==> src/rtl/ext_16_32_core.sv <==
// Immediate extender: widens an IN_W-bit field to OUT_W bits by zero- or sign-extension,
// with a combinational result and a registered copy qualified by in_valid.
module ext_16_32_core #(
    parameter int unsigned IN_W  = 16,
    parameter int unsigned OUT_W = 32
) (
    input  logic             clk,
    input  logic             rst_n,
    input  logic             sel,
    input  logic [IN_W-1:0]  in,
    input  logic             in_valid,
    output logic [OUT_W-1:0] out,
    output logic [OUT_W-1:0] out_q,
    output logic             out_valid
);

    logic [OUT_W-1:0] ext_c;

    // Zero-width padding is illegal, so the equal-width case is a straight pass-through.
    generate
        if (IN_W == OUT_W) begin : g_pass
            assign ext_c = in;
        end else begin : g_ext
            localparam int unsigned PAD_W = OUT_W - IN_W;
            logic [PAD_W-1:0] pad_c;
            assign pad_c = sel ? {PAD_W{in[IN_W-1]}} : {PAD_W{1'b0}};
            assign ext_c = {pad_c, in};
        end
    endgenerate

    assign out = ext_c;

    // Capture on every valid input; out_q holds across idle cycles.
    always_ff @(posedge clk or negedge rst_n) begin
        if (!rst_n) begin
            out_q     <= '0;
            out_valid <= 1'b0;
        end else begin
            out_valid <= in_valid;
            if (in_valid) begin
                out_q <= ext_c;
            end
        end
    end

endmodule

==> config.mk <==
export PLATFORM = sky130hd
export DESIGN_NAME = ext_16_32_core
export DESIGN_NICKNAME = d
export VERILOG_FILES = /design/src/rtl/ext_16_32_core.sv
export SDC_FILE = /design/constraint.sdc
export NUM_CORES = 1
export LEC_CHECK = 0
export CELL_PAD_IN_SITES_DETAIL_PLACEMENT = 1
export CELL_PAD_IN_SITES_GLOBAL_PLACEMENT = 1
export CORE_MARGIN = 2
export CORE_UTILIZATION = 21
export DETAILED_ROUTE_END_ITERATION = 16
export GPL_TIMING_DRIVEN = 0
export PLACE_DENSITY = 0.81
export SLEW_MARGIN = 20
export SYNTH_ARGS = -nofsm -noshare
export SYNTH_HDL_FRONTEND = slang
export SYNTH_SLANG_ARGS = --single-unit
==> constraint.sdc <==
create_clock -name clk -period 0.84 [get_ports clk]
set_input_delay 0.126 -clock clk [delete_from_list [all_inputs] [get_ports clk]]
set_output_delay 0.126 -clock clk [all_outputs]
set_load 0.1 [all_outputs]
# Yosys cells after proc, flatten, opt, wreduce, memory -nomap -nowiden
# Cells that the tools add are included.
[word_totals]
regBits = 33
out_inout_bits = 65
word_cells = 3
[op_classes]
muxes = 1
[ops]
columns = ["operator", "count"]
rows = [
  ["16-bit 2-to-1 mux", 1],
]

# Longest topological paths before layout
[logic_depth]
word_depth = 1
mapped_depth = 3
ltp_nobuf = 2

# Least setup slack after synthesis
# OpenSTA, ideal clock, no wires.
[synth_timing]
path_kind = "input to output"
startpoint = "input port sel"
endpoint = "output port out[17]"
arrival_ns = 1.579
required_time_ns = 0.714
setup_slack_ns = -0.865
path_stages = 2
n_path_buf = 1
cell_sequence = "and2_1 > buf_4"
[synth_via]
elab_chain_len = 1
[synth_rtl]
columns = ["item", "line", "rtl"]
rows = [
  ["from (decl)", "9", "input logic sel,"],
  ["16-bit 2-to-1 mux", "26", "assign pad_c = sel ? {PAD_W{in[IN_W-1]}} : {PAD_W{1'b0}};"],
  ["to (decl)", "12", "output logic [OUT_W-1:0] out,"],
]
# Every way passes these cells.

==> summary by stage <==
Status
The run finished, with violations left. The final reports fail on negative setup slack.

Timing
The final setup violation count is 66. The final number of max-transition violations is 0. Clock skew on the completed layout was measured at 0 ns.

The slew at the pin closest to its max-slew limit is 0.844 ns. Setup repair after global routing could not meet its margin everywhere. The upper clock frequency limit is 0.765 GHz. The hold violation total from the final report was 0. The final critical path time including I/O delays and setup is 1.31 ns. Headroom to the max-slew limit came out at 43.7%.

Across all setup checks in the final design, the least slack found is -0.468 ns. The share of the clock period used by the worst path after layout is 156%.

Global routing
The first global-routing pass estimated 6.20 mm of wire. The pin count of the biggest net entering global routing is 19. The number of global-route vias before repair is 1,115. The number of antenna violations at the first check in global routing is 0.

The total global routing overflow is 0. Global routing consumed, over all layers together, 14.9% of the routing resources.

CTS
CTS built an H-tree with a depth of 1. The CTS tree is yes. The cell at the root of the clock tree is sky130_fd_sc_hd__clkbuf_8. The longest clock path from root to sink contains 2 buffers.

The total clock buffers created by CTS is 3. Buffers inserted to repair hold after CTS numbered 0. The later pin in the worst-skew pair is clocked with a latency of 0.26 ns. The clock sink total is 18.

The clock slew seen by the registers of the worst setup and hold paths is 0.07 ns.

Floorplan
The die is 75.1 µm tall. The chip width is 75.1 µm. The total area inside the core boundary comes to 4790 µm². The number of rows in the core area is 25. The die covers 5640 µm².

The I/O pin count is 85. For this configuration, the core starts out at a cell density of 22.2%.

Logic synthesis
The top cell type by area accounts for 42.4% of the synthesized area. After synthesis the cells add up to 1060 µm². The synthesized area divided by synthesized cell count is 12.6 µm². The prevailing post-synth register cell is sky130_fd_sc_hd__dfrtp_1. After synthesis, the cell types taking the most area are sky130_fd_sc_hd__dfrtp_1, sky130_fd_sc_hd__buf_4, sky130_fd_sc_hd__mux2_4. In this run, synthesis produced a sequential element count of 18. Ranked by instance count, the synthesized netlist is headed by sky130_fd_sc_hd__buf_4, sky130_fd_sc_hd__dfrtp_1, sky130_fd_sc_hd__mux2_4. The gate count of the mapped netlist is 84. The most common cell in the netlist is sky130_fd_sc_hd__buf_4. Summing the sequential cell areas from Yosys gives 42.4% of the chip area. Synthesis instantiated 7 different standard cells from the library. The number of warnings printed during yosys synthesis is 0. The synthesized net count is 104. In this run, synthesis inferred 0 flip-flops with an integrated enable. The fraction of synthesis flops using an asynchronous set or reset pin is 100%. The largest total area in the synthesized netlist belongs to sky130_fd_sc_hd__dfrtp_1.

Drt
For this block, the via count after detailed routing is 942. Dividing the detail-routed wire length by the instance count gives 15.9 µm. The average vias per placed instance is 3.75. The total length of routed wires is 4.00 mm.

The number of nets with antenna violations after detailed routing is 0. The final routed DRC violation total is 0. The pre-antenna-repair detailed-routing pass consisted of 2 iterations. The detailed router finished its first iteration with 4 violations.

Cells and area
The multi-input combinational cells in the finished layout cover a total of 241 µm². The sequential cells in the finished layout cover a total of 515 µm². The number of filler instances in the final layout is 417. The utilization after layout is 65.4%.

The area growth from synthesis to layout is 194%. The fraction of final layout cells sized beyond drive strength 1 is 91.3%. The number of antenna diodes in the final layout is 0.

For this run, the post-layout net count is 205.

Worst setup path
The top fanout value on the critical path is 8. The data required time at the worst endpoint is 0.71 ns. For the worst setup path, the data arrival time is 1.18 ns.

The startpoint kind of the worst setup timing path is a register. In this design, the stage delay of the slowest critical-path cell is 0.49 ns. The worst setup path is captured at an output pin. The largest delay contributor family on the critical path is flip-flops.

The number of buffer and inverter stages on the critical path is 3. The signal on the critical path passes through buf_6 -> buf_6 -> buf_12. The library cell appearing most often on the critical path is sky130_fd_sc_hd__buf_6. The critical path is of the reg -> out type. The slowest stage of the critical path belongs to the cell sky130_fd_sc_hd__dfrtp_4.

Placement
The count of input and output buffers is 84. The final estimated routing congestion in global placement is 0.638. Detailed placement finished with a half-perimeter wire length of 2.32 mm. The worst-case setup slack after placement is -1.60 ns.

Power and ir drop
For this design the static power due to leakage is 0.00143 µW. In this run the power density over the cells is 1710 nW/µm². The clock power share is 13.3%.

The worst ir drop on vdd is 0.00104 V. Of the total power, the share spent switching nets is 47.1%. The cell-internal power is 2830 µW.

Sequential cells burn 20.8% of the power. The power share of the combinational group is 65.9%. The analysis attributes to net switching a power of 2520 µW.

Job
Max-cap violations in this run came to 0.

Worst hold path
The worst hold path belongs to the class in -> async.
==> per-layer routing <==
layer | global-route usage, % | routed length, µm
met1 | 15.5 | 1350
met2 | 29.4 | 2240
met3 | 4.28 | 362
met4 | 2.98 | 51
met5 | 0 | 0
==> flip-flops by register name (all words and copies together) (netlist names) <==
register   flops
out_q         17
out_valid      1
==> worst paths after layout <==
path	start	to	slack, ns	cells past startpoint
setup / recovery	out_q[30]$_DFFE_PN0P_	out_q[21]	-0.47	3
hold / removal	rst_n	out_q[12]$_DFFE_PN0P_	0.08	1
setup reg to reg	out_q[30]$_DFFE_PN0P_	out_q[30]$_DFFE_PN0P_	-0.17	2
hold reg to reg	out_q[11]$_DFFE_PN0P_	out_q[11]$_DFFE_PN0P_	0.60	1
max in group asynchronous	rst_n	out_q[1]$_DFFE_PN0P_	0.14	1
min in group clk	in_valid	out_valid$_DFF_PN0_	0.10	1
==> through the flow <==
step | setup TNS, ns | instance area (µm²) | hold slack [ns] | power (µW) | std cells
4_1_cts | -14.11 | 3130 | 0.0990 | 5340 | 252
3_5_place_dp | -91.73 | 2210 | 0.553 | 3860 | 235
6_report | -13.56 | 3130 | 0.0826 | 5350 | 251
2_1_floorplan | -11.24 | 1290 | -0.170 | 3270 | 84
5_1_grt | -14.80 | 3130 | 0.101 | 5490 | 251
3_3_place_gp | -89.36 | 2210 | 0.547 | 3840 | 235
==> area by class of cell <==
class	count	share of cell area (%)
well taps	67	2.68
plain buffers	48	18.7
clock buffers	4	1.76
multi-input cells	18	7.72
repair buffers	96	52.6
flip-flops and latches	18	16.5
==> cell usage in the layout (no fill, tap or decap) <==
master                            Yosys  final
sky130_fd_sc_hd__buf_4               46     12
sky130_fd_sc_hd__clkdlybuf4s15_1      0      1
sky130_fd_sc_hd__dlygate4sd2_1        0     15
sky130_fd_sc_hd__bufbuf_16            0      1
sky130_fd_sc_hd__mux2_2               7      6
sky130_fd_sc_hd__clkdlybuf4s15_2      0      1
sky130_fd_sc_hd__buf_2                0      1
sky130_fd_sc_hd__and2_4               0      1
sky130_fd_sc_hd__buf_16               0      2
sky130_fd_sc_hd__dfrtp_4              0     17
sky130_fd_sc_hd__mux2_4              10     11
sky130_fd_sc_hd__dfrtp_2              0      1
sky130_fd_sc_hd__buf_8                0      2
sky130_fd_sc_hd__buf_12               1     73
sky130_fd_sc_hd__clkbuf_8             0      4
sky130_fd_sc_hd__buf_6                1     36
==> cell families (layout without fill, tap and decap cells) <==
logic type    after synthesis  in the layout  synth area share [%]
simple gates                1              1                 0.589
buf+inv                    48            148                  35.5
mux                        17             17                  21.6
flops                      18             18                  42.4
==> power groups by stage <==
stage          Clock [µW]  Combinational, µW  Sequential (µW)
2_1_floorplan           0               1550             1720
3_3_place_gp            0               2740             1090
3_5_place_dp            0               2770             1100
4_1_cts               729               3510             1100
5_1_grt               754               3610             1120
6_report              714               3520             1110
==> worst register-to-register path, stage by stage, from the launching register on <==
cell	delay, ns
sky130_fd_sc_hd__dfrtp_4	0.49
sky130_fd_sc_hd__buf_6	0.15
sky130_fd_sc_hd__mux2_2	0.25
==> repair_timing <==
| action | CTS | global route |
|---|---|---|
| pin swaps | 1 | 1 |
| gates cloned | 2 | 0 |
| resized for setup | 624 | 6 |
| endpoints found under the setup margin | 100 | 66 |
| buffers inserted | 11 | 1 |
Note: power is estimated with default switching activity, not from simulation.
